[src/rtl/op_mem_pkg.sv]
// Shared constants for the output-peripheral memory: window base, word indices,
// LCD handshake states and the active-low seven-segment table.
package op_mem_pkg;

   localparam logic [31:0] ADDR_BASE_DEF = 32'h0000_7000;
   localparam int unsigned NUM_WORD_DEF  = 16;

   localparam logic [3:0] WIDX_LEDR   = 4'd0;
   localparam logic [3:0] WIDX_LEDG   = 4'd4;
   localparam logic [3:0] WIDX_HEX_LO = 4'd8;
   localparam logic [3:0] WIDX_HEX_HI = 4'd9;
   localparam logic [3:0] WIDX_LCD    = 4'd12;

   typedef enum logic [0:0] {
      LCD_IDLE = 1'b0,
      LCD_PEND = 1'b1
   } lcd_st_e;

   // Segment order {g,f,e,d,c,b,a}, active low; entry 0 is the rightmost element.
   localparam logic [15:0][6:0] SEG_LUT = {
      7'h0E, 7'h06, 7'h21, 7'h46, 7'h03, 7'h08, 7'h10, 7'h00,
      7'h78, 7'h02, 7'h12, 7'h19, 7'h30, 7'h24, 7'h79, 7'h40
   };

endpackage

[src/rtl/op_hex_dec.sv]
// Nibble to active-low seven-segment decoder with blanking; purely combinational.
module op_hex_dec
   import op_mem_pkg::*;
(
   input  logic [3:0] nib_i,
   input  logic       blank_i,
   output logic [6:0] seg_o
);

   assign seg_o = blank_i ? 7'h7F : SEG_LUT[nib_i];

endmodule

[src/rtl/op_mem.sv]
// Output-peripheral memory: byte-masked LSU stores, registered read-back, pin drive
// and LCD valid/ready handshake. Define OP_HEX_DECODE_EN for seven-segment decoding.
module op_mem
   import op_mem_pkg::*;
#(
   parameter logic [31:0] ADDR_BASE = ADDR_BASE_DEF,
   parameter int unsigned NUM_WORD  = NUM_WORD_DEF
) (
   input  logic        i_clk,
   input  logic        i_rst,
   input  logic        i_lsu_wren,
   input  logic [31:0] i_lsu_addr,
   input  logic [3:0]  i_lsu_bmask,
   input  logic [31:0] i_st_data,
   input  logic        i_lcd_rdy,
   output logic [31:0] o_op_data,
   output logic [16:0] o_io_ledr,
   output logic [7:0]  o_io_ledg,
   output logic [6:0]  o_io_hex0,
   output logic [6:0]  o_io_hex1,
   output logic [6:0]  o_io_hex2,
   output logic [6:0]  o_io_hex3,
   output logic [6:0]  o_io_hex4,
   output logic [6:0]  o_io_hex5,
   output logic [6:0]  o_io_hex6,
   output logic [6:0]  o_io_hex7,
   output logic [31:0] o_io_lcd,
   output logic        o_lcd_vld
);

   localparam logic [25:0] BASE_HI = ADDR_BASE[31:6];

   logic [31:0] mem_q [NUM_WORD];
   logic [31:0] wr_word_d;
   logic [31:0] op_data_d;
   logic [31:0] op_data_q;
   lcd_st_e     lcd_st_q;
   lcd_st_e     lcd_st_d;
   logic        hit_s;
   logic        wr_hit_s;
   logic        lcd_wr_s;
   logic [3:0]  idx_s;
   logic [6:0]  hex_s [8];
   logic        unused_addr_s;

   assign hit_s         = (i_lsu_addr[31:6] == BASE_HI);
   assign idx_s         = i_lsu_addr[5:2];
   assign unused_addr_s = ^i_lsu_addr[1:0];
   assign wr_hit_s      = i_lsu_wren & hit_s & (|i_lsu_bmask);
   assign lcd_wr_s      = wr_hit_s & (idx_s == WIDX_LCD);

   // Merge enabled store lanes into the addressed word.
   always_comb begin
      wr_word_d = mem_q[idx_s];
      for (int n = 0; n < 4; n++) begin
         if (i_lsu_bmask[n]) begin
            wr_word_d[8*n +: 8] = i_st_data[8*n +: 8];
         end else begin
            wr_word_d[8*n +: 8] = mem_q[idx_s][8*n +: 8];
         end
      end
   end

   // Read-back samples storage before this edge's store lands, so it returns the old word.
   always_comb begin
      if (hit_s) begin
         op_data_d = mem_q[idx_s];
      end else begin
         op_data_d = 32'h0000_0000;
      end
   end

   // LCD handshake: a store to the LCD word always opens a fresh transfer.
   always_comb begin
      lcd_st_d = lcd_st_q;
      case (lcd_st_q)
         LCD_IDLE: begin
            if (lcd_wr_s) lcd_st_d = LCD_PEND;
            else          lcd_st_d = LCD_IDLE;
         end
         LCD_PEND: begin
            if (lcd_wr_s)       lcd_st_d = LCD_PEND;
            else if (i_lcd_rdy) lcd_st_d = LCD_IDLE;
            else                lcd_st_d = LCD_PEND;
         end
         default: lcd_st_d = LCD_IDLE;
      endcase
   end

   // Backing storage.
   always_ff @(posedge i_clk or negedge i_rst) begin
      if (!i_rst) begin
         for (int w = 0; w < int'(NUM_WORD); w++) begin
            mem_q[w] <= 32'h0000_0000;
         end
      end else if (wr_hit_s) begin
         mem_q[idx_s] <= wr_word_d;
      end
   end

   // Read-back register and LCD state.
   always_ff @(posedge i_clk or negedge i_rst) begin
      if (!i_rst) begin
         op_data_q <= 32'h0000_0000;
         lcd_st_q  <= LCD_IDLE;
      end else begin
         op_data_q <= op_data_d;
         lcd_st_q  <= lcd_st_d;
      end
   end

   for (genvar g = 0; g < 8; g++) begin : g_hex
`ifdef OP_HEX_DECODE_EN
      op_hex_dec u_dec (
         .nib_i   (mem_q[(g < 4) ? WIDX_HEX_LO : WIDX_HEX_HI][8*(g%4) +: 4]),
         .blank_i (mem_q[(g < 4) ? WIDX_HEX_LO : WIDX_HEX_HI][8*(g%4) + 7]),
         .seg_o   (hex_s[g])
      );
`else
      assign hex_s[g] = mem_q[(g < 4) ? WIDX_HEX_LO : WIDX_HEX_HI][8*(g%4) +: 7];
`endif
   end

   assign o_op_data = op_data_q;
   assign o_io_ledr = mem_q[WIDX_LEDR][16:0];
   assign o_io_ledg = mem_q[WIDX_LEDG][7:0];
   assign o_io_lcd  = mem_q[WIDX_LCD];
   assign o_lcd_vld = (lcd_st_q == LCD_PEND);
   assign o_io_hex0 = hex_s[0];
   assign o_io_hex1 = hex_s[1];
   assign o_io_hex2 = hex_s[2];
   assign o_io_hex3 = hex_s[3];
   assign o_io_hex4 = hex_s[4];
   assign o_io_hex5 = hex_s[5];
   assign o_io_hex6 = hex_s[6];
   assign o_io_hex7 = hex_s[7];

endmodule

[config.mk]
export PLATFORM = sky130hd
export DESIGN_NAME = op_mem
export DESIGN_NICKNAME = d
export VERILOG_FILES = /design/src/rtl/op_mem_pkg.sv /design/src/rtl/op_hex_dec.sv /design/src/rtl/op_mem.sv
export SDC_FILE = /design/constraint.sdc
export NUM_CORES = 1
export LEC_CHECK = 0
export CELL_PAD_IN_SITES_DETAIL_PLACEMENT = 1
export CELL_PAD_IN_SITES_GLOBAL_PLACEMENT = 1
export CORE_ASPECT_RATIO = 2
export CORE_UTILIZATION = 43
export DETAILED_ROUTE_END_ITERATION = 12
export PLACE_DENSITY_LB_ADDON = 0.3
export SYNTH_ARGS = -nofsm -noshare
export SYNTH_HDL_FRONTEND = slang
export SYNTH_SLANG_ARGS = --single-unit
[constraint.sdc]
create_clock -name i_clk -period 1.6 [get_ports i_clk]
set_clock_uncertainty 0.1 [all_clocks]
set_input_delay 0.48 -clock i_clk [delete_from_list [all_inputs] [get_ports i_clk]]
set_output_delay 0.48 -clock i_clk [all_outputs]
set_load 0.03 [all_outputs]
==> results of run 1 <==
[metal layers]
metal	overflow	track usage (%)
met1	0	71.1
met5	0	15.9
met3	0	50.2
met2	1	91.8
met4	8	75.2
[cell families after synthesis]
family                 Yosys count  share of synthesized area [%]
buffers and inverters          470                           9.26
DFF                            545                           50.3
muxes                          128                           10.6
AOI/OAI and AO/OA             1123                           27.1
and+or+nand+nor                149                           2.67
[per-stage QoR]
stage          setup WS (ns)  instance area, um2
2_1_floorplan         -0.588               27700
3_3_place_gp           -1.12               33900
3_5_place_dp           -1.24               33900
4_1_cts               -0.328               41000
[timing repair]
action	in CTS
endpoints found under the setup margin	691
hold buffers	1
endpoints found under the hold margin	145
pin swaps	134
buffers inserted	125
gates resized for setup	591
gates cloned	91
==> impl_metrics.toml, run 1 <==
[synthesis]
synth-edff-count = 0
synth_cell_types = 30
ys_top_cells_by_count = "1056 x a31oi_1, 545 x dfrtp_1, 223 x clkbuf_1"
synth_nets = 2487
avgSynthCellArea_um2 = 11.2
syn_inst = 2415
synth_most_common_cell = "a31oi_1"
ys_async_sr_fraction_pct = 100
synth-seq-area-share_pct = 50.3
ys_seq_elements = 545
synth_ff_type = "dfrtp_1"
synth_top_area_cell = "dfrtp_1"
synth_warnings = 0
synth_area_leaders = "dfrtp_1 50%, a31oi_1 24%, mux4_2 11%"
synth_area_mm2 = 0.0271
netlist.area_leader.share_pct = 50.3

[status]
stop_error = "[ERROR GRT-0232] Routing congestion too high. Check the congestion heatmap in the GUI."
status = "stopped before the end"
stop_stage = "5_1_grt"

[grt]
track_usage_pct = 71.3
grt_max_degree = 56
gr-total-overflow = 9

[floorplanning]
die_h_um = 357
ioPinCount = 218
rows = 129
start_util_pct = 43.6
dieWidth_um = 180

[cts]
cts.sinks = 545
cts_buffers = 50
cts-root-buf = "clkbuf_16"
htreeDepth = 2
cts.path.max_buffers = 3

[place]
dpl.hpwl_um = 77700
dp_cells = 3508
numPortBuffers = 215
place_congestion = 0.884

[sta]
grt-worst-endpoint = "mem_q[317]$_DFFE_PN0P_/D"
worst-ep-kind = "sequential cell input"
==> inputs of run 2 (changes only) <==
Settings changed: CELL_PAD_IN_SITES_DETAIL_PLACEMENT 1 to unset, CELL_PAD_IN_SITES_GLOBAL_PLACEMENT 1 to unset, CORE_ASPECT_RATIO 2 to unset, CORE_UTILIZATION 43 to 30, PLACE_DENSITY_LB_ADDON 0.3 to 0.15.
Clock period 1.6 ns to 2.1 ns, I/O delays scaled along.
==> run 2 against run 1 <==
  * Synthesized cell count unchanged
  * The flow now finishes without violations
  * Synthesized area unchanged
==> impl_metrics.toml, run 2 <==
[setup_path]
reg2reg_depth = 5
critPathRequiredTime_ns = 2.51
crit_chain = "clkdlybuf4s50_1 -> nor4_2 -> and3_4 -> buf_12 -> buf_8 -> and3_4 -> buf_12 -> a31oi_2"
worstSetupPathType = "input pin to register"
slowest_stage = "clkdlybuf4s50_1"
critical_path.startpoint_type = "input pin"
r2r_start = "mem_q[265]"
critical_path.max_fanout = 8
reg2reg_slack_ns = 0.16
timing.rr.end = "mem_q[265]"
worst_path_largest_cell_delay_ns = 0.42
critPathCaptureType = "register"
cp.arrival_ns = 2.49

[sta]
slew_headroom_pct = 71.0
hold_viol_final = 0
fin_ws_ns = 0.0160
tns_ns = 0
rsz0062_at_grt = "false"
worst_pin_slew_ns = 0.435
setup_violations = 0
hold_slack_ns = 0.344
period_share_pct = 99.2
clock.fmax_ghz = 0.480
fin_crit_ns = 2.08
slew_viol_final = 0

[pwr]
p_leak_nw = 15.4
power.switching_mw = 5.57
peakVddDrop_v = 0.000578
p_comb_share_pct = 6.4
power.total_mw = 23.4
clkPwrFrac_pct = 48.8
p_sw_share_pct = 23.8
power_density_mw_per_mm2 = 655
seqPwrFrac_pct = 44.9
p_int_mw = 17.8

[place]
dp_cells = 3719
place_area_mm2 = 0.0329
dpl.hpwl_um = 70900
pre_cts_ws_ns = -0.824
numPortBuffers = 215
place_congestion = 0.832

[final_layout]
regArea_mm2 = 0.0136
largest_reg_flops = 399
syn2layout_area_growth_pct = 31.8
final_cell_mix = "1044 x a31oi_1, 536 x dfrtp_1, 269 x buf_4, 128 x mux4_2, 116 x buf_12"
multi_input_area_mm2 = 0.0116
fin_nets = 2736
fill_cells = 8480
final_area_mm2 = 0.0357
antennaDiodeCount = 0
regMostFlops = "mem_q"
drive_gt1_share_pct = 34.9
fin_cells = 3880
layout_commonest_cell = "a31oi_1"
final_util_pct = 40.2

[synthesis]
synth_ff_type = "dfrtp_1"
yosys.area_share.simple_pct = 2.67
netlist.area_leader.share_pct = 50.3
ys_seq_elements = 545
syn_inst = 2415
synth_most_common_cell = "a31oi_1"
synth_top_family_by_area = "compound AO/OA/AOI/OAI gates"
synth_warnings = 0
synth_area_leaders = "dfrtp_1 50%, a31oi_1 24%, mux4_2 11%"
synth_cell_types = 30
synth_nets = 2487
synth_fa_ha_area_share_pct = 0
avgSynthCellArea_um2 = 11.2
synth_compound_area_share_pct = 27.1
synth_xor_area_share_pct = 0
synth-seq-area-share_pct = 50.3
ys_top_cells_by_count = "1056 x a31oi_1, 545 x dfrtp_1, 223 x clkbuf_1"
ys_async_sr_fraction_pct = 100
synthMuxAreaShare_pct = 10.6
synth-edff-count = 0
synth_area_mm2 = 0.0271
synth_top_area_cell = "dfrtp_1"

[drt]
ant_nets = 0
drt_wl_total_um = 116000
met2WireLength_um = 53600
vias = 24600
drt_first_iter_violations = 2703
wl_met3_um = 11400
drcViolationCount = 0
first_pass_iters = 6
viasPerCell = 6.34
wl_met1_um = 47100
top_layer = "met5"
wl_per_cell_um = 29.8

[floorplanning]
start_util_pct = 30.5
rows = 109
die_h_um = 303
die-area_mm2 = 0.0916
coreArea_mm2 = 0.0889
ioPinCount = 218
dieWidth_um = 303

[min_path]
hp-class = "input pin to asynchronous set/reset pin"

[grt]
grt_antenna_before_repair = 1
grt_pass1_wl_um = 165000
grt_max_degree = 77
grt_pass1_vias = 24300
track_usage_pct = 24.0
gr-total-overflow = 0

[status]
status = "complete, no violations"

[cts]
cts_tree = "yes"
cts.sinks = 545
cts.path.max_buffers = 3
htreeDepth = 2
clkLatencyLatePin_ns = 0.64
clk_pin_slew_worst_paths_ns = 0.06
cts_buffers = 61
cts-root-buf = "clkbuf_16"

[job]
drv_cap = 0
-- run 2: cell counts after synthesis --
Identical to the previous run, type by type.
-- run 2: per-layer routing --
layer | global-route usage, % | vias to the layer above
li1 | - | 10200
met3 | 5.44 | 241
met5 | 0 | -
met4 | 7.57 | 2
met2 | 38.1 | 1469
met1 | 32.5 | 12700
-- run 2: power by group through the flow --
stage                     sequential [mW]  combinational, mW  clock, mW
after floorplan                      10.7              0.522          0
after global routing                 10.5               1.58       12.0
after global placement               10.7               1.43          0
after detailed placement             10.7               1.44          0
after CTS                            10.5               1.47       11.6
final                                10.5               1.49       11.4
-- run 2: kinds of logic (layout without fill, tap and decap cells) --
kind of cell / after synthesis / after routing
buffers and inverters: 470 / 765
multiplexers: 128 / 128
flip-flops: 545 / 545
AND/OR/NAND/NOR: 149 / 149
AO/OA/AOI/OAI: 1123 / 1128
-- run 2: final cells by class --
class / instances / area share [%]
sequential: 545 / 38.2
multi-input combinational: 1405 / 32.3
timing repair buffer: 650 / 19.4
clock buffer: 85 / 5.00
tap: 1165 / 4.08
clock inverter: 29 / 0.945
inverter: 1 / 0.0105
-- run 2: worst max-delay path by stage --
stage	from	to	cells after the start
after floorplan	i_lsu_addr[2]	mem_q[12]	8
after global placement	i_lsu_addr[4]	mem_q[326]	7
after detailed placement	i_lsu_addr[4]	mem_q[325]	7
after CTS	o_io_lcd[23]	o_io_lcd[23]	1
after global routing	o_io_hex2[2]	o_io_hex2[2]	1
final	i_lsu_addr[26]	o_io_hex7[1]	8
-- run 2: what timing repair did --
action	in CTS	in global routing
setup buffers	10	17
hold endpoints to repair	18	0
resized for setup	627	127
cloned	5	17
endpoints found under the setup margin	478	532
hold buffers	1	0
pin swaps	15	28
-- run 2: worst max-delay path: cells and delay by family --
kind	cells	cell delay [ns]
buffers and inverters	4	0.96
and+or+nand+nor	3	0.77
AOI/OAI and AO/OA	1	0.11
(Power assumes the default switching activity.)
